$ cat src/rtl/cert_chain_sequencer_if.sv
// Request/response bus between the chain sequencer, the certificate answer
// block and the downstream packetiser.
interface cert_chain_sequencer_if #(
  parameter int HDR_W = 8
);
  logic             gc_enable;
  logic [HDR_W-1:0] gc_param1;
  logic [15:0]      gc_offset;
  logic [15:0]      gc_length;
  logic             gc_ack;
  logic             gc_error;
  logic [15:0]      gc_wlength;
  logic             chunk_valid;
  logic             chunk_ready;
  logic [2:0]       chunk_index;

  modport master (
    output gc_enable, gc_param1, gc_offset, gc_length,
    output chunk_valid, chunk_index,
    input  gc_ack, gc_error, gc_wlength, chunk_ready
  );

  modport slave (
    input  gc_enable, gc_param1, gc_offset, gc_length,
    input  chunk_valid, chunk_index,
    output gc_ack, gc_error, gc_wlength, chunk_ready
  );
endinterface

$ cat src/rtl/cert_chain_sequencer.sv
// Walks one slot's certificate chain, issuing one GET_CERTIFICATE request per
// certificate and handing each acknowledged chunk to the packetiser.
module cert_chain_sequencer #(
  parameter int HDR_W       = 8,
  parameter int SLOT0_CERTS = 6,
  parameter int SLOT1_CERTS = 4,
  parameter int SLOT2_CERTS = 5,
  parameter int TIMEOUT     = 16
) (
  input  logic                  clk,
  input  logic                  reset,
  input  logic                  start,
  input  logic [1:0]            slot,
  output logic                  busy,
  output logic [2:0]            len_idx,
  input  logic [15:0]           len_value,
  cert_chain_sequencer_if.master bus,
  output logic                  done,
  output logic                  error,
  output logic [1:0]            err_code
);

  localparam int TW = $clog2(TIMEOUT + 1);

  typedef enum logic [2:0] {
    S_IDLE,
    S_LOOKUP,
    S_ISSUE,
    S_WAIT_ACK,
    S_DELIVER,
    S_GAP,
    S_COMPLETE,
    S_FAIL
  } state_t;

  state_t        state;
  state_t        state_next;
  logic [1:0]    slot_q;
  logic [1:0]    fail_code;
  logic [2:0]    idx;
  logic [15:0]   acc;
  logic [15:0]   offset_q;
  logic [15:0]   length_q;
  logic [TW-1:0] timer;
  logic [3:0]    certs;
  logic          last_cert;
  logic          len_ovf;

  always_comb begin
    case (slot_q)
      2'd0:    certs = 4'(SLOT0_CERTS);
      2'd1:    certs = 4'(SLOT1_CERTS);
      2'd2:    certs = 4'(SLOT2_CERTS);
      default: certs = 4'd0;
    endcase
  end

  assign last_cert = (({1'b0, idx} + 4'd1) == certs);
  // A 17-bit sum catches chains whose total length no longer fits the offset field.
  assign len_ovf   = (({1'b0, acc} + {1'b0, len_value}) > 17'h0FFFF);

  always_ff @(posedge clk or posedge reset) begin
    if (reset) state <= S_IDLE;
    else       state <= state_next;
  end

  always_comb begin
    state_next = state;
    fail_code  = 2'd0;
    case (state)
      S_IDLE: begin
        if (start) begin
          if (slot == 2'd3) begin
            state_next = S_FAIL;
            fail_code  = 2'd3;
          end else begin
            state_next = S_LOOKUP;
          end
        end
      end
      S_LOOKUP: begin
        if (len_ovf) begin
          state_next = S_FAIL;
          fail_code  = 2'd3;
        end else begin
          state_next = S_ISSUE;
        end
      end
      S_ISSUE: state_next = S_WAIT_ACK;
      // An ack arriving on the last allowed cycle takes priority over the timeout.
      S_WAIT_ACK: begin
        if (bus.gc_ack) begin
          if (bus.gc_error || (bus.gc_wlength != length_q)) begin
            state_next = S_FAIL;
            fail_code  = 2'd1;
          end else begin
            state_next = S_DELIVER;
          end
        end else if (timer == TW'(TIMEOUT - 1)) begin
          state_next = S_FAIL;
          fail_code  = 2'd2;
        end
      end
      S_DELIVER: begin
        if (bus.chunk_ready) state_next = last_cert ? S_COMPLETE : S_GAP;
      end
      S_GAP:      state_next = S_LOOKUP;
      S_COMPLETE: state_next = S_IDLE;
      S_FAIL:     state_next = S_IDLE;
      default:    state_next = S_IDLE;
    endcase
  end

  always_ff @(posedge clk or posedge reset) begin
    if (reset) begin
      slot_q   <= 2'd0;
      idx      <= 3'd0;
      acc      <= 16'd0;
      offset_q <= 16'd0;
      length_q <= 16'd0;
      timer    <= '0;
      err_code <= 2'd0;
    end else begin
      case (state)
        S_IDLE: begin
          if (start) begin
            slot_q   <= slot;
            err_code <= 2'd0;
            idx      <= 3'd0;
            acc      <= 16'd0;
          end
        end
        S_LOOKUP: begin
          length_q <= len_value;
          offset_q <= acc;
          timer    <= '0;
        end
        S_ISSUE, S_WAIT_ACK: timer <= timer + 1'b1;
        S_DELIVER: begin
          if (bus.chunk_ready) begin
            acc <= acc + length_q;
            idx <= idx + 3'd1;
          end
        end
        default: ;
      endcase
      if (fail_code != 2'd0) err_code <= fail_code;
    end
  end

  always_comb begin
    busy            = (state != S_IDLE);
    bus.gc_enable   = (state == S_ISSUE) || (state == S_WAIT_ACK) || (state == S_DELIVER);
    bus.chunk_valid = (state == S_DELIVER);
    bus.chunk_index = idx;
    bus.gc_param1   = HDR_W'(slot_q);
    bus.gc_offset   = offset_q;
    bus.gc_length   = length_q;
    len_idx         = idx;
    done            = (state == S_COMPLETE);
    error           = (state == S_FAIL);
  end

endmodule

$ cat src/flat_wrapper.sv
// flat-port wrapper written by rule: the top's interface ports become plain ports
module cert_chain_sequencer_flat 
#(
  parameter int HDR_W       = 8,
  parameter int SLOT0_CERTS = 6,
  parameter int SLOT1_CERTS = 4,
  parameter int SLOT2_CERTS = 5,
  parameter int TIMEOUT     = 16
)
  (clk, reset, start, slot, busy, len_idx, len_value, done, error, err_code, bus_gc_enable, bus_gc_param1, bus_gc_offset, bus_gc_length, bus_chunk_valid, bus_chunk_index, bus_gc_ack, bus_gc_error, bus_gc_wlength, bus_chunk_ready);
  cert_chain_sequencer_if #(.HDR_W(HDR_W)) bus_i ();
  input  logic clk;
  input  logic reset;
  input  logic start;
  input  logic [1:0] slot;
  output logic busy;
  output logic [2:0] len_idx;
  input  logic [15:0] len_value;
  output logic done;
  output logic error;
  output logic [1:0] err_code;
  output wire logic [$bits(bus_i.gc_enable)-1:0] bus_gc_enable;
  output wire logic [$bits(bus_i.gc_param1)-1:0] bus_gc_param1;
  output wire logic [$bits(bus_i.gc_offset)-1:0] bus_gc_offset;
  output wire logic [$bits(bus_i.gc_length)-1:0] bus_gc_length;
  output wire logic [$bits(bus_i.chunk_valid)-1:0] bus_chunk_valid;
  output wire logic [$bits(bus_i.chunk_index)-1:0] bus_chunk_index;
  input wire logic [$bits(bus_i.gc_ack)-1:0] bus_gc_ack;
  input wire logic [$bits(bus_i.gc_error)-1:0] bus_gc_error;
  input wire logic [$bits(bus_i.gc_wlength)-1:0] bus_gc_wlength;
  input wire logic [$bits(bus_i.chunk_ready)-1:0] bus_chunk_ready;
  assign bus_gc_enable = bus_i.gc_enable;
  assign bus_gc_param1 = bus_i.gc_param1;
  assign bus_gc_offset = bus_i.gc_offset;
  assign bus_gc_length = bus_i.gc_length;
  assign bus_chunk_valid = bus_i.chunk_valid;
  assign bus_chunk_index = bus_i.chunk_index;
  assign bus_i.gc_ack = bus_gc_ack;
  assign bus_i.gc_error = bus_gc_error;
  assign bus_i.gc_wlength = bus_gc_wlength;
  assign bus_i.chunk_ready = bus_chunk_ready;
  cert_chain_sequencer #(.HDR_W(HDR_W), .SLOT0_CERTS(SLOT0_CERTS), .SLOT1_CERTS(SLOT1_CERTS), .SLOT2_CERTS(SLOT2_CERTS), .TIMEOUT(TIMEOUT)) u_core (.clk(clk), .reset(reset), .start(start), .slot(slot), .busy(busy), .len_idx(len_idx), .len_value(len_value), .bus(bus_i), .done(done), .error(error), .err_code(err_code));
endmodule
$ cat config.mk
export PLATFORM = sky130hd
export DESIGN_NAME = cert_chain_sequencer_flat
export DESIGN_NICKNAME = d
export VERILOG_FILES = /design/src/rtl/cert_chain_sequencer_if.sv /design/src/rtl/cert_chain_sequencer.sv /design/src/flat_wrapper.sv
export SDC_FILE = /design/constraint.sdc
export NUM_CORES = 1
export LEC_CHECK = 0
export BUFFER_PORTS_ARGS = -buffer_cell sky130_fd_sc_hd__clkbuf_2
export CORE_MARGIN = 2
export CORE_UTILIZATION = 40
export CTS_BUF_LIST = sky130_fd_sc_hd__clkbuf_4
export CTS_CLUSTER_DIAMETER = 80
export DETAILED_ROUTE_END_ITERATION = 10
export SKIP_CTS_REPAIR_TIMING = 1
export SLEW_MARGIN = 20
export SYNTH_ARGS = -nofsm -noshare
export SYNTH_HDL_FRONTEND = slang
export SYNTH_SLANG_ARGS = --single-unit
export TNS_END_PERCENT = 30
$ cat constraint.sdc
create_clock -name clk -period 3.7 [get_ports clk]
set_input_delay 0.37 -clock clk [delete_from_list [all_inputs] [get_ports clk]]
set_output_delay 0.37 -clock clk [all_outputs]
set_load 0.02 [all_outputs]
Word-level counts from Yosys, hierarchy flattened
Cells that the tools add are included.
{"block": "classes", "n_addsub": 5, "magnitude_cmp": 1, "eq_ne": 16, "mux": 27, "n_reduce_logical": 17}
{"cell": "two-way mux 16 bit", "count": 2}
{"cell": "case mux 16 bit (2 select lines)", "count": 1}
{"cell": "two-way mux 3 bit", "count": 8}
{"cell": "case mux 3 bit (7 select lines)", "count": 1}
{"cell": "two-way mux 2 bit", "count": 10}
{"cell": "adder 16 x 16 -> 17 bit", "count": 1}
{"cell": "greater-than comparator 17 x 16 -> 1 bit, second input constant", "count": 1}
{"cell": "adder 16 bit", "count": 1}
{"cell": "!= test 16 bit", "count": 1}
{"cell": "equality test 3 bit, second input constant", "count": 4}
{"cell": "case mux 5 bit (2 select lines)", "count": 1}
{"cell": "nonzero test 2 bit", "count": 5}
{"cell": "case mux 3 bit (3 select lines)", "count": 1}
{"cell": "equality test 3 x 2 -> 1 bit, second input constant", "count": 2}
{"cell": "case mux 2 bit (3 select lines)", "count": 1}
{"cell": "case mux 3 bit (2 select lines)", "count": 1}
{"cell": "AND reduction 3 bit", "count": 2}
{"cell": "adder 5 x 1 -> 5 bit, second input constant", "count": 1}
{"cell": "equality test 5 x 4 -> 1 bit, second input constant", "count": 1}
{"cell": "adder 3 x 1 -> 4 bit, second input constant", "count": 1}
{"cell": "equality test 2 bit, second input constant", "count": 2}
{"cell": "equality test 4 x 3 -> 1 bit", "count": 1}
{"cell": "AND reduction 2 bit", "count": 2}
{"cell": "OR reduction 2 bit", "count": 2}
{"cell": "11 further kinds", "count": 13}
{"block": "word_totals", "register_bits": 63, "out_inout_bits": 53, "word_cells": 74}

Logic depth before layout (Yosys ltp)
{"block": "depth", "depth_word": 8, "ltp_mapped": 9, "depth_no_buf": 9}

Worst setup path before layout
Ideal clock, no wire load.
{"block": "synth_path", "path_type": "reg-to-reg", "start": "reg u_core.length_q[9], in the netlist u_core.bus.gc_length[9]", "end": "reg u_core.acc[15]", "arrival_ns": 2.345, "required_time_ns": 3.574, "setup_slack_ns": 1.228, "path_stages_with_launch": 8, "path_buffers": 0, "synth_period_minus_slack_ns": 2.472, "cell_sequence": "dfrtp_1 ha_1 a21o_1 a221oi_1 o211ai_2 o221ai_2 mux2_4 a311o_1"}
{"block": "synth_between", "elab_chain_cells": 3}
{"element": "start, declared", "line_no": "cert_chain_sequencer.sv:43", "source": "logic [15:0] length_q;"}
{"element": "start signal, assigned", "line_no": "cert_chain_sequencer.sv:134", "source": "length_q <= len_value;"}
{"element": "adder 16 bit", "line_no": "cert_chain_sequencer.sv:141", "source": "acc <= acc + length_q;"}
{"element": "two-way mux 16 bit", "line_no": "cert_chain_sequencer.sv:140", "source": "if (bus.chunk_ready) begin"}
{"element": "case mux 16 bit (2 select lines)", "line_no": "cert_chain_sequencer.sv:124", "source": "case (state)"}
{"element": "end signal, assigned", "line_no": "cert_chain_sequencer.sv:141"}
{"element": "end, declared", "line_no": "cert_chain_sequencer.sv:41", "source": "logic [15:0] acc;"}
No other way between the ends. The select of a mux whose other input is x is not followed.
A chain may end at the register's enable or synchronous reset.

Final worst setup path
Same ends and word-level chain as after synthesis.

==> out/results.md <==
• 0 — EDFF count, synth
• 120 ps — Clock transition at path regs
• 6 — largest fanout on the critical path
• 120 — Iteration-0 DRC Markers
• 10700 µm² — die footprint
• 10.3% — post-synthesis mux area share
• 1140 ps — Post-Place Setup Slack
• 0.872 — Final GP Congestion
• ha_1, a21o_1, a221oi_1, o211ai_2, o221ai_2, mux2_4, a311o_1 — cells along the critical path
• 1070 ps — measured slew at the worst slew-check pin
• in2async — class of the most critical hold timing path
• 100% — Async S/R FF share, synth
• 2880 ps — Data arrival, critical path
• 17.1% — Compound-Gate Fraction of Synth Area
• 4 — first drt pass iteration count
• 16.4 µm — WL/cell
• u_core.bus.gc_length[9] — startpoint of the most critical register-to-register path
• 56 — distinct cell type count of the synthesized netlist
• 19.5% — Total GRT Usage
• 0 — Maximum Capacitance Violations
• 1140 ps — worst setup slack after layout
• 69.2% — post-route fraction of the period consumed by the critical path
• 0 — # setup viols final
• 539 — number of nets at the end of the flow
• 5.34 — vias per std cell
• 470 ps — stage delay of the slowest cell on the critical path
• u_core.acc[15] — Worst setup endpoint
• 863 nW/µm² — Power per Cell Area
• sky130_fd_sc_hd__dfrtp_1 — cell with the most instances after synthesis
• 7 — depth of the worst register-to-register path
• 86 — number of port buffers
• 0 — global route overflow
• 0 — DRT antenna net count
• sky130_fd_sc_hd__a221oi_1 — slowest cell on the critical path
• sky130_fd_sc_hd__dfrtp_1, sky130_fd_sc_hd__ha_1, sky130_fd_sc_hd__mux2_2 — list of most frequent post-synthesis cells
• 0 — Slew Limit Fails
• 0 ps — setup TNS
• 3980 µW — overall power consumption
• sky130_fd_sc_hd__dfrtp_1 — leading register cell type out of synthesis
• 3950 µm² — synthesized area
• 9680 µm² — area inside the core boundary
• 0.00228 µW — leakage power figure
• 0 — number of diodes
• 28.7% — Relative slew margins
• no — unrepaired setup endpoints after global routing
• compound AO/OA/AOI/OAI gates — dominant combinational cell family by area after synthesis
• 3 — level count of the clock H-tree
• 0 — antenna violations before repair
• 10.5 µm² — average cell area after synthesis
• 15800 µm — global-route wire length before repair
• 44 — maximum number of pins on one net before global-route repair
• 11.5% — synthesized-area fraction occupied by adder cells
• sky130_fd_sc_hd__clkbuf_4 — Root Buffer
• 32.1% — ratio of cells with drive above 1 in the final layout
• 10.4% — simple-gate area share of the yosys netlist
• 0 — number of remaining DRC errors
• sky130_fd_sc_hd__dfrtp_1, sky130_fd_sc_hd__ha_1, sky130_fd_sc_hd__mux2_2 — top cells by area, synth
• reg2reg — category of the critical setup timing path
• 63 — clk sinks
• 40.8% — initial core utilization
• flop — kind of launch point of the worst setup path
• 4480 µm² — total cell area at the placement stage
• 47.6% — share of the core filled with cells
• done — CTS tree
• 2560 ps — time the worst path needs with I/O delays and setup
• 16.6% — layout overhead on the synthesized area
• 9880 µm — Routed WL
• flop — Crit. End Element
• 4020 ps — required time at the worst-slack endpoint
• 36 — number of standard-cell rows in the floorplan
• 93 — total I/O pin count
• 2 — maximum number of buffers from clock root to sink
• 0 — Hold Violations, Final
• 39.9% — fraction of synthesized cell area taken by the top area cell type
• 0 — Syn. warnings
• 7560 µm — post-detailed-placement half-perimeter wirelength
• u_core.bus.gc_length[9] — timing startpoint of the critical path
• 0.320 mV — IR drop worst, VDD
• 103 µm — Chip Width
• 63 — count of state elements after synthesis
• 9 — clock buffers created by TritonCTS
• 103 µm — vertical die dimension
• 3070 — number of global-route vias before repair
• complete, no violations — status
• 39.9% — portion of the post-synthesis area used by sequential elements
• sky130_fd_sc_hd__dfrtp_1 — cell taking the most area after synthesis
• u_core.acc[15] — capture point of the worst reg-to-reg path
• 430 ps — source-to-sink clock delay at the later pin of the worst-skew pair
• 966 — Filler Cell Count
• 4610 µm² — post-route cell area
• 390 MHz — f_max
• 377 — number of instances in the synthesized netlist
• 19.3 ps — setup skew after layout
• 3207 — Vias
• 1140 ps — reg2reg setup slack
• 6.65% — post-synthesis share of cell area spent on xor and xnor gates
## layout make-up
class,count,area [µm²],share of cell area [%]
Multi-Input combinational cell,286,2230,48.5
Sequential cell,63,1580,34.2
Timing Repair Buffer,88,445,9.67
Tap cell,133,166,3.61
Clock buffer,10,75.1,1.63
Inverter,16,60.1,1.30
Clock inverter,5,50.0,1.09
## flip-flops by register name (all words and copies together) (netlist names)
name / cells
u_core.state: 3
u_core.timer: 5
u_core.slot_q: 2
u_core.acc: 16
u_core.bus.chunk_index: 3
u_core.bus.gc_offset: 16
u_core.bus.gc_length: 16
u_core.err_code: 2
## critical path, delay by kind of cell (launching register included)
family	cells	cell delay (ps)
AOI/OAI and AO/OA	5	1320
DFF	1	440
adders and majority gates	1	400
muxes	1	320
## worst min-delay path by stage
| stage | endpoint | slack (ps) | depth (start not counted) |
|---|---|---|---|
| 2_1_floorplan | u_core.timer[4] | 450 | 2 |
| 5_1_grt | u_core.bus.gc_length[4] | 180 | 2 |
| 3_3_place_gp | u_core.timer[4] | 460 | 2 |
| 6_report | u_core.bus.chunk_index[2] | 120 | 2 |
| 4_1_cts | u_core.bus.chunk_index[2] | 180 | 2 |
| 3_5_place_dp | u_core.timer[4] | 470 | 2 |
## kinds of logic (layout without fill, tap and decap cells)
family / after synthesis / count (layout)
mux: 36 / 36
xor+xnor: 30 / 30
other cells: 1 / 6
simple gates: 82 / 82
buf+inv: 33 / 119
compound gates: 97 / 97
flops: 63 / 63
fa+ha+maj: 35 / 35
## power by group
part,leakage [µW],switching (µW),internal (µW)
Clock,0.0000758,260,206
Sequential,0.000811,353,971
Combinational,0.00140,1230,958
Total,0.00228,1840,2140
## per-layer routing
| metal | share of wire [%] | global-route usage, % |
|---|---|---|
| met1 | 47 | 27.2 |
| met2 | 47 | 31.2 |
| met3 | 4.8 | 3.76 |
| met4 | 1.1 | 5.16 |
| met5 | 0 | 0 |
## metrics by stage
step | hold slack, ps | std cells
after floorplan | 449 | 382
after global placement | 464 | 586
after detailed placement | 473 | 586
after CTS | 177 | 601
after global routing | 182 | 601
final | 117 | 601
## cells in the final DEF, fill, tap and decap left out, types with 4 or more instances in the layout
master                     instances
sky130_fd_sc_hd__a21o_1            5
sky130_fd_sc_hd__nor2_1            8
sky130_fd_sc_hd__ha_1             33
sky130_fd_sc_hd__a22o_1            5
sky130_fd_sc_hd__xor2_1           16
sky130_fd_sc_hd__a21oi_1          13
sky130_fd_sc_hd__o211ai_1          4
sky130_fd_sc_hd__and3_1            5
sky130_fd_sc_hd__nor3_1            8
sky130_fd_sc_hd__o21a_1            7
sky130_fd_sc_hd__a211oi_1          5
sky130_fd_sc_hd__dfrtp_1          63
sky130_fd_sc_hd__inv_1            15
sky130_fd_sc_hd__nand2_1          31
sky130_fd_sc_hd__clkbuf_4         10
sky130_fd_sc_hd__conb_1            6
sky130_fd_sc_hd__o21ai_0          29
sky130_fd_sc_hd__mux2_2           33
sky130_fd_sc_hd__nand3_1          10
sky130_fd_sc_hd__clkinv_2          4
sky130_fd_sc_hd__nand2b_1          5
sky130_fd_sc_hd__xnor2_1          14
sky130_fd_sc_hd__clkbuf_2         86
Power figures use the tool's default switching activity.
